===== config.mk =====
export PLATFORM = sky130hd
export DESIGN_NAME = multi_entry_reservation_station
export DESIGN_NICKNAME = d
export VERILOG_FILES = /design/src/rtl/multi_entry_reservation_station_pkg.sv /design/src/rtl/multi_entry_reservation_station_age_matrix.sv /design/src/rtl/multi_entry_reservation_station.sv
export SDC_FILE = /design/constraint.sdc
export NUM_CORES = 1
export LEC_CHECK = 0
export ABC_AREA = 1
export BUFFER_PORTS_ARGS = -buffer_cell sky130_fd_sc_hd__buf_2
export CELL_PAD_IN_SITES_DETAIL_PLACEMENT = 0
export CELL_PAD_IN_SITES_GLOBAL_PLACEMENT = 2
export CORE_ASPECT_RATIO = 0.75
export CORE_MARGIN = 3
export CORE_UTILIZATION = 30
export DETAILED_ROUTE_END_ITERATION = 6
export PLACE_DENSITY_LB_ADDON = 0.3
export SLEW_MARGIN = 10
export SYNTH_ARGS = -nofsm -noshare
export SYNTH_HDL_FRONTEND = slang
export SYNTH_SLANG_ARGS = --single-unit

===== constraint.sdc =====
create_clock -name clk -period 2.4 [get_ports clk]
set_input_delay 0.24 -clock clk [delete_from_list [all_inputs] [get_ports clk]]
set_output_delay 0.24 -clock clk [all_outputs]
set_load 0.005 [all_outputs]

===== src/rtl/multi_entry_reservation_station_pkg.sv =====
// Shared types for the multi-entry reservation station.
//   - Sizing constants (operand width, entry count, CDB port count).
//   - Producer tags, decoded op, operand register and per-entry record.
//   - snoop(): resolves a virtual operand against the CDB ports.
package multi_entry_reservation_station_pkg;

    localparam int DATA_WIDTH = 32;
    localparam int DEPTH      = 4;
    localparam int NUM_CDB    = 1;
    localparam int SLOT_W     = $clog2(DEPTH);
    localparam int CNT_W      = $clog2(DEPTH) + 1;

    typedef enum logic [1:0] {FU_ALU, FU_MUL, FU_LSU, FU_BR} e_functional_unit;

    // Tag of a produced value: owning station plus its slot in that station.
    typedef struct packed {
        e_functional_unit  unit;
        logic [SLOT_W-1:0] slot;
    } rs_tag_t;

    typedef struct packed {
        logic [3:0] opcode;
        logic       has_rs1;
        logic       has_rs2;
    } op_t;

    // Operand: either a concrete value or a pending producer tag.
    typedef struct packed {
        logic                  is_virtual;
        rs_tag_t               rs_id;
        logic [DATA_WIDTH-1:0] value;
    } register_t;

    typedef enum logic [1:0] {RS_FREE, RS_WAITING, RS_READY, RS_EXECUTING} e_rs_entry_state;

    typedef struct packed {
        e_rs_entry_state state;
        op_t             op;
        register_t       j;
        register_t       k;
    } rs_entry_t;

    // Capture a broadcast result into a still-virtual operand on tag match.
    function automatic register_t snoop(
        input register_t                             r,
        input logic [NUM_CDB-1:0]                    en,
        input rs_tag_t [NUM_CDB-1:0]                 tag,
        input logic [NUM_CDB-1:0][DATA_WIDTH-1:0]    data
    );
        register_t o;
        o = r;
        for (int p = 0; p < NUM_CDB; p++) begin
            if (r.is_virtual && en[p] && (tag[p] == r.rs_id)) begin
                o.value      = data[p];
                o.is_virtual = 1'b0;
            end
        end
        return o;
    endfunction

endpackage


===== src/rtl/multi_entry_reservation_station_age_matrix.sv =====
// Age matrix: tracks allocation order between entries and picks the oldest
// requester.
//   clk, rst_n : clock, async active-low reset
//   alloc_i    : one-hot slot allocated this cycle
//   free_i     : slots freed this cycle (all ones on flush)
//   req_i      : slots requesting selection
//   gnt_o      : one-hot oldest requester (zero when req_i is zero)
module multi_entry_reservation_station_age_matrix #(
    parameter int N = 4
) (
    input  logic         clk,
    input  logic         rst_n,
    input  logic [N-1:0] alloc_i,
    input  logic [N-1:0] free_i,
    input  logic [N-1:0] req_i,
    output logic [N-1:0] gnt_o
);

    // age_q[i][j] set means entry i is older than entry j.
    logic [N-1:0][N-1:0] age_q, age_d;

    always_comb begin
        age_d = age_q;
        for (int i = 0; i < N; i++) begin
            for (int j = 0; j < N; j++) begin
                // A newcomer is older than nobody; everyone else is older than it.
                // Setting bits for free rows is harmless: a row is cleared on alloc.
                if (alloc_i[i]) age_d[i][j] = 1'b0;
                if (alloc_i[j] && (i != j)) age_d[i][j] = 1'b1;
                if (free_i[i] || free_i[j]) age_d[i][j] = 1'b0;
            end
        end
    end

    always_ff @(posedge clk or negedge rst_n) begin
        if (!rst_n) age_q <= '0;
        else        age_q <= age_d;
    end

    // Granted when no other requester is older.
    always_comb begin
        gnt_o = '0;
        for (int i = 0; i < N; i++) begin
            gnt_o[i] = req_i[i];
            for (int j = 0; j < N; j++) begin
                if ((j != i) && req_i[j] && age_q[j][i]) gnt_o[i] = 1'b0;
            end
        end
    end

endmodule


===== src/rtl/multi_entry_reservation_station.sv =====
// Reservation station for one functional unit: allocates decoded ops into
// free slots, wakes virtual operands from the CDB, and offers the oldest
// ready entry to the unit. Slots free on retirement; flush clears all.
//   clk, rst_n                 : clock, async active-low reset
//   issue_valid_i/ready_o      : allocation handshake (ready = a slot is free)
//   issue_op_i, read1/2_value_i: op and operands (value or producer tag)
//   issue_tag_o                : {RS_ID, slot} given to this cycle's alloc
//   bcast_en/tag/data_i        : CDB snoop ports
//   disp_valid_o/ready_i       : dispatch handshake with the unit
//   disp_op/op1/op2/tag_o      : offered entry
//   retire_i, retire_tag_i     : frees an executing slot
//   flush_i                    : clears every entry next cycle
//   count_o                    : occupied entries
module multi_entry_reservation_station
    import multi_entry_reservation_station_pkg::*;
#(
    parameter e_functional_unit RS_ID = FU_ALU
) (
    input  logic                               clk,
    input  logic                               rst_n,
    input  logic                               issue_valid_i,
    output logic                               issue_ready_o,
    input  op_t                                issue_op_i,
    input  register_t                          read1_value_i,
    input  register_t                          read2_value_i,
    output rs_tag_t                            issue_tag_o,
    input  logic [NUM_CDB-1:0]                 bcast_en_i,
    input  rs_tag_t [NUM_CDB-1:0]              bcast_tag_i,
    input  logic [NUM_CDB-1:0][DATA_WIDTH-1:0] bcast_data_i,
    output logic                               disp_valid_o,
    input  logic                               disp_ready_i,
    output op_t                                disp_op_o,
    output logic [DATA_WIDTH-1:0]              disp_op1_o,
    output logic [DATA_WIDTH-1:0]              disp_op2_o,
    output rs_tag_t                            disp_tag_o,
    input  logic                               retire_i,
    input  rs_tag_t                            retire_tag_i,
    input  logic                               flush_i,
    output logic [CNT_W-1:0]                   count_o
);

    rs_entry_t [DEPTH-1:0] ent_q, ent_d;
    register_t [DEPTH-1:0] wj, wk;
    register_t             nj, nk;

    logic [DEPTH-1:0]  free_vec, ready_vec, alloc_oh, retire_hit, free_oh, gnt;
    logic [SLOT_W-1:0] alloc_slot;
    logic              do_alloc, do_disp, bcast_dup;

    always_comb begin
        count_o = '0;
        for (int i = 0; i < DEPTH; i++) begin
            free_vec[i]  = (ent_q[i].state == RS_FREE);
            ready_vec[i] = (ent_q[i].state == RS_READY);
            if (!free_vec[i]) count_o = count_o + CNT_W'(1);
        end
    end

    // Lowest-index free slot.
    always_comb begin
        alloc_slot = '0;
        for (int i = DEPTH - 1; i >= 0; i--) begin
            if (free_vec[i]) alloc_slot = SLOT_W'(i);
        end
    end

    assign issue_ready_o = |free_vec;
    assign issue_tag_o   = '{unit: RS_ID, slot: alloc_slot};
    assign do_alloc      = issue_valid_i & issue_ready_o & ~flush_i;
    assign disp_valid_o  = |ready_vec;
    assign do_disp       = disp_valid_o & disp_ready_i & ~flush_i;

    always_comb begin
        alloc_oh   = '0;
        retire_hit = '0;
        if (do_alloc) alloc_oh[alloc_slot] = 1'b1;
        for (int i = 0; i < DEPTH; i++) begin
            retire_hit[i] = retire_i && !flush_i && (retire_tag_i.unit == RS_ID) &&
                            (retire_tag_i.slot == SLOT_W'(i)) &&
                            (ent_q[i].state == RS_EXECUTING);
        end
        free_oh = flush_i ? '1 : retire_hit;
    end

    multi_entry_reservation_station_age_matrix #(.N(DEPTH)) u_age (
        .clk     (clk),
        .rst_n   (rst_n),
        .alloc_i (alloc_oh),
        .free_i  (free_oh),
        .req_i   (ready_vec),
        .gnt_o   (gnt)
    );

    // Incoming operands: absent sources count as resolved, then same-cycle bypass.
    always_comb begin
        nj = read1_value_i;
        nk = read2_value_i;
        if (!issue_op_i.has_rs1) nj.is_virtual = 1'b0;
        if (!issue_op_i.has_rs2) nk.is_virtual = 1'b0;
        nj = snoop(nj, bcast_en_i, bcast_tag_i, bcast_data_i);
        nk = snoop(nk, bcast_en_i, bcast_tag_i, bcast_data_i);
    end

    always_comb begin
        ent_d = ent_q;
        for (int i = 0; i < DEPTH; i++) begin
            wj[i] = snoop(ent_q[i].j, bcast_en_i, bcast_tag_i, bcast_data_i);
            wk[i] = snoop(ent_q[i].k, bcast_en_i, bcast_tag_i, bcast_data_i);
            case (ent_q[i].state)
                RS_FREE: begin
                    if (alloc_oh[i]) begin
                        ent_d[i].op    = issue_op_i;
                        ent_d[i].j     = nj;
                        ent_d[i].k     = nk;
                        ent_d[i].state = (nj.is_virtual || nk.is_virtual) ? RS_WAITING : RS_READY;
                    end
                end
                RS_WAITING: begin
                    ent_d[i].j = wj[i];
                    ent_d[i].k = wk[i];
                    if (!wj[i].is_virtual && !wk[i].is_virtual) ent_d[i].state = RS_READY;
                end
                RS_READY: begin
                    if (do_disp && gnt[i]) ent_d[i].state = RS_EXECUTING;
                end
                RS_EXECUTING: begin
                    if (retire_hit[i]) ent_d[i].state = RS_FREE;
                end
                default: ent_d[i].state = RS_FREE;
            endcase
            if (flush_i) ent_d[i].state = RS_FREE;
        end
    end

    always_ff @(posedge clk or negedge rst_n) begin
        if (!rst_n) ent_q <= '0;
        else        ent_q <= ent_d;
    end

    // Dispatch mux; grant is one-hot among ready entries.
    always_comb begin
        disp_op_o  = '0;
        disp_op1_o = '0;
        disp_op2_o = '0;
        disp_tag_o = '{unit: RS_ID, slot: '0};
        for (int i = 0; i < DEPTH; i++) begin
            if (gnt[i]) begin
                disp_op_o       = ent_q[i].op;
                disp_op1_o      = ent_q[i].j.value;
                disp_op2_o      = ent_q[i].k.value;
                disp_tag_o.slot = SLOT_W'(i);
            end
        end
    end

    always_comb begin
        bcast_dup = 1'b0;
        for (int p = 0; p < NUM_CDB; p++) begin
            for (int q = p + 1; q < NUM_CDB; q++) begin
                if (bcast_en_i[p] && bcast_en_i[q] && (bcast_tag_i[p] == bcast_tag_i[q]))
                    bcast_dup = 1'b1;
            end
        end
    end

    a_no_dup_bcast: assert property (@(posedge clk) disable iff (!rst_n) !bcast_dup);

    a_retire_exec: assert property (@(posedge clk) disable iff (!rst_n)
        (retire_i && !flush_i) |-> ((retire_tag_i.unit == RS_ID) &&
                                    (ent_q[retire_tag_i.slot].state == RS_EXECUTING)));

endmodule


Word level (Yosys, flattened, before mapping)
Index checks and enable logic that the tools add are counted.
{"block": "word_totals", "reg_bits": 340, "in_bits": 127, "out_inout_bits": 83, "elab_cells": 354}
{"block": "classes", "n_addsub": 3, "n_lt_le_gt_ge": 2, "eq_ne": 53, "n_mux": 118, "n_bitwise": 9, "n_reduce_logical": 109}
{"op": "$pmux W74 S2", "count": 4}
{"op": "$mux W32", "count": 18}
{"op": "$mux W82", "count": 4}
{"op": "$mux W1", "count": 55}
{"op": "$logic_and A1 B1 Y1", "count": 51}
{"op": "$mux W2", "count": 23}
{"op": "$eq A4 B4 Y1", "count": 10}
{"op": "$ne A3 B3 Y1 const B", "count": 12}
{"op": "$reduce_and A3 Y1", "count": 12}
{"op": "$pmux W2 S4", "count": 4}
{"op": "$mux W6", "count": 4}
{"op": "$eq A2 B2 Y1 const B", "count": 10}
{"op": "$reduce_bool A3 Y1", "count": 6}
{"op": "$ne A2 B2 Y1 const B", "count": 8}
{"op": "$reduce_and A2 Y1", "count": 8}
{"op": "$reduce_and A4 Y1", "count": 4}
{"op": "$logic_not A2 Y1", "count": 6}
{"op": "$ne A3 B2 Y1 const B", "count": 4}
{"op": "$eq A2 B1 Y1 const B", "count": 5}
{"op": "$add A3 B1 Y3 const B", "count": 3}
{"op": "$logic_not A1 Y1", "count": 9}
{"op": "$mux W3", "count": 3}
{"op": "$mux W4", "count": 2}
{"op": "$ne A2 B1 Y1 const B", "count": 4}
{"op": "other kinds (8)", "count": 25}

Depth between registers and ports, before layout
Gate-level depths: netlist of the first run.
{"block": "logic_depth", "word_depth": 13, "ltp_mapped": 18}

Cells and area by module
Synthesis of the first run repeated with hierarchy kept, for this count alone.
{"block": "unflattened", "cells_unflattened": 2895, "hier_area_um2": 20126.8}
{"mod": "multi_entry_reservation_station", "n_inst": 1, "cells_per_inst": 2821, "area_each_um2": 19578.8, "seq_area_each_um2": 8207.9}
{"mod": "multi_entry_reservation_station_age_matrix", "n_inst": 1, "cells_per_inst": 74, "area_each_um2": 548.0, "seq_area_each_um2": 300.3}

Worst setup path after synthesis of the first run
No wires, ideal clock.
{"block": "synth_path", "path_kind": "flip-flop to flip-flop", "start": "register ent_q[162] (netlist bit)", "end": "register ent_q[271] (netlist bit)", "arrival_ns": 2.338, "path_slack_ns": -0.020, "stages_incl_launch_ff": 15, "n_path_buf": 2, "path_cell_list": "dfrtp_1 -> inv_1 -> ha_1 -> inv_2 -> ha_1 -> nand2_1 -> nand3_2 -> nor2_4 -> inv_2 -> or2_1 -> buf_4 -> buf_6 -> o21ai_1 -> nand2_1 -> o21ai_0"}
{"block": "synth_between", "word_cells_on_any_way": 14}
{"element": "start, declared", "line_no": "multi_entry_reservation_station.sv:42", "source": "rs_entry_t [DEPTH-1:0] ent_q, ent_d;"}
{"element": "start signal, assigned", "line_no": "multi_entry_reservation_station.sv:137", "source": "else ent_q <= ent_d;"}
{"element": "$logic_not A2 Y1", "line_no": "multi_entry_reservation_station.sv:53", "source": "free_vec[i] = (ent_q[i].state == RS_FREE);"}
{"element": "$reduce_or A4 Y1", "line_no": "multi_entry_reservation_station.sv:67", "source": "assign issue_ready_o = |free_vec;"}
{"element": "named net issue_ready_o", "line_no": "multi_entry_reservation_station.sv:22", "source": "output logic issue_ready_o,"}
{"element": "$and A1 B1 Y1 (2 in series)", "line_no": "multi_entry_reservation_station.sv:69", "source": "assign do_alloc = issue_valid_i & issue_ready_o & ~flush_i;"}
{"element": "$mux W4", "line_no": "multi_entry_reservation_station.sv:76", "source": "if (do_alloc) alloc_oh[alloc_slot] = 1'b1;"}
{"element": "$ne A2 B1 Y1 (no source line)"}
{"element": "$reduce_and A3 Y1 (no source line)"}
The timed path passes the listed nets, and every way through them passes these cells.
A chain may end at the register's enable or synchronous reset.

Final worst setup path of the first run
{"block": "layout_path", "start": "register ent_q[244] (netlist bit)", "end": "output disp_op1_o[0]"}
{"block": "layout_between", "elab_chain_len": 8, "word_cells_on_any_way": 16}
{"element": "$eq A2 B2 Y1 *", "line_no": "multi_entry_reservation_station.sv:54", "source": "ready_vec[i] = (ent_q[i].state == RS_READY);"}
{"element": "$logic_and A1 B1 Y1", "line_no": "multi_entry_reservation_station_age_matrix.sv:46", "source": "if ((j != i) && req_i[j] && age_q[j][i]) gnt_o[i] = 1'b0;"}
{"element": "$mux W1 (2 in series)", "line_no": "multi_entry_reservation_station_age_matrix.sv:46"}
{"element": "$mux W32 (3 in series)", "line_no": "multi_entry_reservation_station.sv:147", "source": "if (gnt[i]) begin"}
{"element": "$mux W32 *", "line_no": "multi_entry_reservation_station.sv:147"}
{"element": "end, declared", "line_no": "multi_entry_reservation_station.sv:33", "source": "output logic [DATA_WIDTH-1:0] disp_op1_o,"}
Mark *: on every way between the ends. The rest lies on a longest branch, timed or not.

==> metrics.yaml, run 1 <==
run_status:
  outcome: "finished with violations"
  violations: "negative setup slack"
clock_network:
  cts-buffers-inserted: 41
  path_clk_slew_ps: 50
  cts_tree: "yes"
  clkSinkCount: 340
  clock_path_buffers: 3
  h-tree-depth: 2
  clock_latency_ps: 580
  clock-root-buffer: "clkbuf_16"
die:
  rows: 80
  fp.dieH_um: 227.1
  coreArea_um2: 64060
  start_util_pct: 30.51
  ios: 210
  die_area_um2: 68280
  die_w_um: 300.7
pwr:
  leakage_nw: 13.10
  total_power_mw: 22.40
  p_per_area_nw_per_um2: 802.2
  vdd_drop_max_mv: 0.4671
grt:
  grt_pass1_wl_um: 121500
  track_usage_pct: 23.22
  overflow: 0
  grt_max_degree: 71
  grt_pass1_vias: 19740
  antenna_found_initial: 1
cells_and_area:
  fin_nets: 3341
  final_cell_count_no_fill: 4082
  final_cell_mix: "nand2_1, inv_1, dfrtp_1"
  layout_commonest_cell: "nand2_1"
  post_route_cells_drive_above_1_share_pct: 27.67
  area_delta_synth_final_pct: 42.90
  final_core_util_pct: 43.60
critical_path:
  crit_path_start_kind: "register"
  crit_path_end_kind: "output pin"
  crit_type: "reg2out"
  crit_chain: "inv_2 -> ha_4 -> inv_1 -> a21oi_2 -> nand3_2 -> buf_12 -> nand3_4 -> buf_12 -> buf_12 -> o22ai_2 -> o21ai_1 -> o21ai_1 -> buf_4 -> buf_2"
  critPathTopFamily: "buffers and inverters"
  regToRegSetupSlack_ps: -150
  critPathMaxStageDelay_ps: 380
  r2r_start: "ent_q[245]"
  cp.required_ps: 2160
  r2r_cells: 15
  path_common_cell: "buf_12"
  r2r_end: "ent_q[272]"
  slowest_stage: "dfrtp_1"
  crit_buf_inv: 7
  path_max_fanout: 7
  arrival_ps: 2660
sta:
  finClkSkew_ps: 29.59
  maxSlewHeadroom_pct: 31.41
  grt_setup_unrepaired: "yes"
  finalCritPeriodShare_pct: 120.8
  setup_viol_count_final: 141
  final.setup.worst_slack_ps: -499.0
  slew_viol_final: 0
  max_freq_mhz: 344.9
  finalHoldViolCount: 0
  finalCriticalPeriod_ps: 2899
  worst_pin_slew_ps: 1018
min_path:
  holdPathStages: 3
  min_to: "ent_q[322]"
  min_path_type: "in2reg"
  hp-start: "issue_op_i[2]"
drt:
  postRouteAntennaNets: 0
  wire_per_inst_um: 22.30
  dr.pass1.iters: 6
  routed_wirelength_um: 91020
  vias_per_cell: 5.141
  drcViolationCount: 0
  via_count: 20980
  drt_iter0_markers: 2303
synthesis:
  synth_area_um2: 19540
  ys_seq_elements: 340
  synth_flop_cell: "dfrtp_1"
  ys.warnings.count: 0
  synth_cell_types: 41
  syn_area_per_cell_um2: 6.995
  synthArstFlopShare_pct: 100.0
  synth_top_cell_area_share_pct: 43.53
  synth_edf_count: 0
  ys_seq_area_share_pct: 43.53
  yosysTopAreaCell: "dfrtp_1"
  synthCells: 2794
  synthTopCellsByArea: "dfrtp_1, nand2_1, o21ai_0"
placed_design:
  port_buffers: 205
  dp_worst_setup_slack_ps: -162.7
  placed_cells: 3882
  place_hpwl_um: 51480
  gp_congestion: 0.8615
flow_run:
  max_cap_violations: 0
## Yosys cell counts, types with 3 or more instances
cell type	count
nor2_1	190
ha_1	24
nand2_1	758
xnor2_1	6
o311ai_0	3
o21ai_0	492
nor2_2	4
buf_2	42
nor2_4	4
inv_2	14
buf_6	7
o22ai_1	48
nand2_2	7
clkbuf_1	83
a31oi_1	5
o21ai_1	175
buf_1	4
inv_1	357
nand4_1	5
xor2_1	3
o21ai_2	3
a21oi_1	127
dfrtp_1	340
nand3_1	47
buf_4	24
## report_power, final
| part | internal [mW] | switching (mW) | leakage, nW |
|---|---|---|---|
| combinational | 3.39 | 4.98 | 7.85 |
| clock | 3.79 | 2.71 | 0.676 |
| sequential | 7.06 | 0.467 | 4.58 |
## sequential cells by signal (all words and copies together) (netlist names)
name,cells
u_age.age_q,12
ent_q,328
## worst max path at each step
stage                     slack [ps]             end  cells after the start        from
final                           -500   disp_op1_o[0]                     14  ent_q[244]
after floorplan                   20      ent_q[271]                     14   ent_q[80]
after CTS                       -480  disp_op2_o[31]                     14  ent_q[245]
after global routing            -630  disp_op2_o[22]                     14  ent_q[244]
after global placement          -210  disp_op1_o[19]                     12  ent_q[326]
after detailed placement        -160  disp_op1_o[19]                     12  ent_q[326]
## timing repair
action | 4_1_cts | 5_1_grt
cloned | 14 | 45
resized for setup | 292 | 352
pin swaps | 31 | 58
setup buffers | 35 | 30
hold buffers | 4 | 0
endpoints found under the hold margin | 49 | 0
endpoints found under the setup margin | 161 | 349
## per-layer routing
metal,GRT usage (%),vias up,share of wire (%),wire [µm]
met2,35.10,881,43,38790
li1,-,9784,-,-
met4,6.373,0,3.2,2896
met1,34.58,10150,47,42450
met5,0,-,0,0
met3,3.308,171,7.6,6885
## worst register-to-register path, stage by stage (launching register included)
cell and delay, ps:
dfrtp_1 410, buf_4 150, buf_4 140, inv_4 60, ha_4 200, nor2_1 60
nor2_1 150, nand3_2 110, nor2_4 160, buf_6 120, buf_6 90, o22ai_4 80
a21oi_4 220, buf_12 190, buf_8 200, o21ai_0 110
## cell families (layout without fill, tap and decap cells)
logic type                 Yosys count  after routing  synth area share, %
and+or+nand+nor                   1022           1023                20.52
AOI/OAI and AO/OA                  861            861                22.65
buffers and inverters              537            959                11.34
DFF                                340            340                43.53
adders and majority gates           24             24                1.536
xor gates and xnor gates             9              9               0.4033
other                                1              5              0.01919
## per-stage QoR
step                      area, µm²  setup TNS, ps  hold slack, ps
after floorplan               19560              0          -55.59
after global placement        22840          -1123           209.5
final                         27930         -34010           31.18
after detailed placement      22840          -3923           213.5
after global routing          27930         -53650           44.78
after CTS                     25710         -28230           16.40
## area by class of cell
cell class / count / area [µm²]
diodes: 1 / 2.502
fillers: 6531 / 36130
repair inverters: 1 / 16.27
well taps: 861 / 1077
clock inverters: 17 / 187.7
clock buffers: 56 / 1184
flip-flops and latches: 340 / 8509
multi-input cells: 1921 / 10230
inverters: 375 / 1494
repair buffers: 510 / 5229
Note: power is estimated with default switching activity, not from simulation.
==> run 2, diff against run 1 <==
PLACE_DENSITY_LB_ADDON = 0.1   (was 0.3)
==> run 2 against run 1 <==
  * The flow finishes with violations (design-rule violations, negative setup slack)
  * Flip-flop and latch count unchanged
  * Fmax is 0.88% lower
  * Critical path depth unchanged
  * Clock-buffer cell count is 7 higher
  * Highest routed layer unchanged
==> metrics.yaml, run 2 (synthesized netlist as in run 1, its figures left out) <==
critical_path:
  r2r_cells: 16
  arrival_ps: 2680
  crit_path_end_kind: "output pin"
  cp.required_ps: 2160
  path_max_fanout: 6
  crit_type: "reg2out"
  crit_path_start_kind: "register"
grt:
  overflow: 0
  grt_max_degree: 79
  grt_pass1_wl_um: 127800
  track_usage_pct: 24.83
  grt_pass1_vias: 20070
  antenna_found_initial: 1
clock_network:
  clkSinkCount: 340
  clock_latency_ps: 580
  cts_tree: "yes"
  clock-root-buffer: "clkbuf_16"
  path_clk_slew_ps: 60
  cts-buffers-inserted: 42
  h-tree-depth: 2
  clock_path_buffers: 3
drt:
  drcViolationCount: 5
  postRouteAntennaNets: 0
  vias_per_cell: 5.118
  via_count: 21110
  drt_iter0_markers: 1488
  dr.pass1.iters: 7
  wire_per_inst_um: 22.77
  routed_wirelength_um: 93920
sta:
  finalHoldViolCount: 0
  worst_pin_slew_ps: 1033
  final.setup.worst_slack_ps: -524.8
  max_freq_mhz: 341.9
  final.setup.tns_ps: -46240
  finalCriticalPeriod_ps: 2925
  finalCritPeriodShare_pct: 121.9
  maxSlewHeadroom_pct: 30.43
  finClkSkew_ps: 23.59
  slew_viol_final: 0
  grt_setup_unrepaired: "yes"
  setup_viol_count_final: 343
cells_and_area:
  post_route_cells_drive_above_1_share_pct: 35.68
  fin_nets: 3383
  fill_cells: 6449
  final_cell_mix: "nand2_1, inv_1, dfrtp_1"
  regMostFlops: "ent_q"
  reg_top3: "ent_q x328, u_age.age_q x12"
  area_delta_synth_final_pct: 52.30
  layout_commonest_cell: "nand2_1"
  final_core_util_pct: 46.47
  largest_reg_flops: 328
die:
  die_area_um2: 68280
  rows: 80
  fp.dieH_um: 227.1
  start_util_pct: 30.51
  die_w_um: 300.7
  coreArea_um2: 64060
  ios: 210
placed_design:
  place_hpwl_um: 55280
  dp_worst_setup_slack_ps: -308.4
  port_buffers: 205
  gp_congestion: 0.8703
min_path:
  min_path_type: "in2reg"
  holdPathStages: 3
run_status:
  violations: "design-rule violations, negative setup slack"
  outcome: "finished with violations"
pwr:
  leakage_nw: 14.29
  p_per_area_nw_per_um2: 785.6
  vdd_drop_max_mv: 0.5391
flow_run:
  max_cap_violations: 0
[run 2: changes by cell type in the layout (fill, tap and decap cells not counted), moves of 15 or more]
cell	delta
o21ai_0	-127
o21ai_2	+103
nand2_1	-86
nand2_2	+50
nand2_4	+35
o21ai_4	+32
buf_12	+26
nor2_1	-19
buf_4	+15
[run 2: area by class of cell]
cell class | count | area (µm²) | share of cell area (%)
Sequential cell | 340 | 8508 | 28.58
Tap cell | 861 | 1077 | 3.619
Clock inverter | 11 | 133.9 | 0.4497
Inverter | 375 | 1515 | 5.090
Timing Repair Buffer | 552 | 5807 | 19.51
Multi-Input combinational cell | 1921 | 11440 | 38.43
Clock buffer | 63 | 1281 | 4.304
Antenna cell | 2 | 5.005 | 0.01681
[run 2: critical path, cell delays in order (launching register included)]
cell and delay (ps):
dfrtp_1 410, ha_4 190, buf_6 130, nand2_2 50, nand4_1 100, buf_4 170, nor2_4 130, inv_6 70
buf_12 140, buf_12 140, buf_8 130, o21ai_1 110, nor2_1 50, a21oi_1 140, buf_2 140
[run 2: worst paths after layout]
check / slack [ps] / start / end
min: 40 / read2_value_i[34] / ent_q[198]
min in group asynchronous: 150 / rst_n / ent_q[117]
max reg2reg: -190 / ent_q[162] / u_age.age_q[6]
max: -520 / ent_q[245] / disp_op2_o[16]
min reg2reg: 470 / ent_q[171] / ent_q[171]
max in group asynchronous: 1360 / rst_n / ent_q[257]
[run 2: power breakdown]
group          internal [mW]  total (mW)  switching, mW
logic                   3.71        9.13           5.42
clock network           3.99        6.74           2.74
registers               7.06        7.52          0.463
[run 2: per-stage QoR]
step / cells / cell area, µm² / power, mW / hold slack, ps
floorplan: 2797 / 19560 / 10.88 / -55.59
global placement: 3891 / 22990 / 13.68 / 147.3
detailed placement: 3891 / 22990 / 13.77 / 150.4
CTS: 4058 / 26720 / 21.89 / 17.28
global route: 4124 / 29760 / 24.59 / 57.00
finish: 4125 / 29770 / 23.39 / 38.70
[run 2: per-layer routing]
layer	up-vias	part of all wire, %	GRT usage [%]
li1	9922	-	-
met1	10310	47	36.57
met2	702	43	37.49
met3	177	6.5	3.985
met4	0	3.1	7.189
met5	-	0	0
[run 2: timing repair]
| action | CTS | global route |
|---|---|---|
| hold endpoints to repair | 250 | 0 |
| hold buffers | 6 | 0 |
| setup endpoints to repair | 160 | 409 |
| cloned | 22 | 33 |
| buffers inserted | 71 | 51 |
| pin swaps | 60 | 215 |
| gates resized for setup | 399 | 736 |
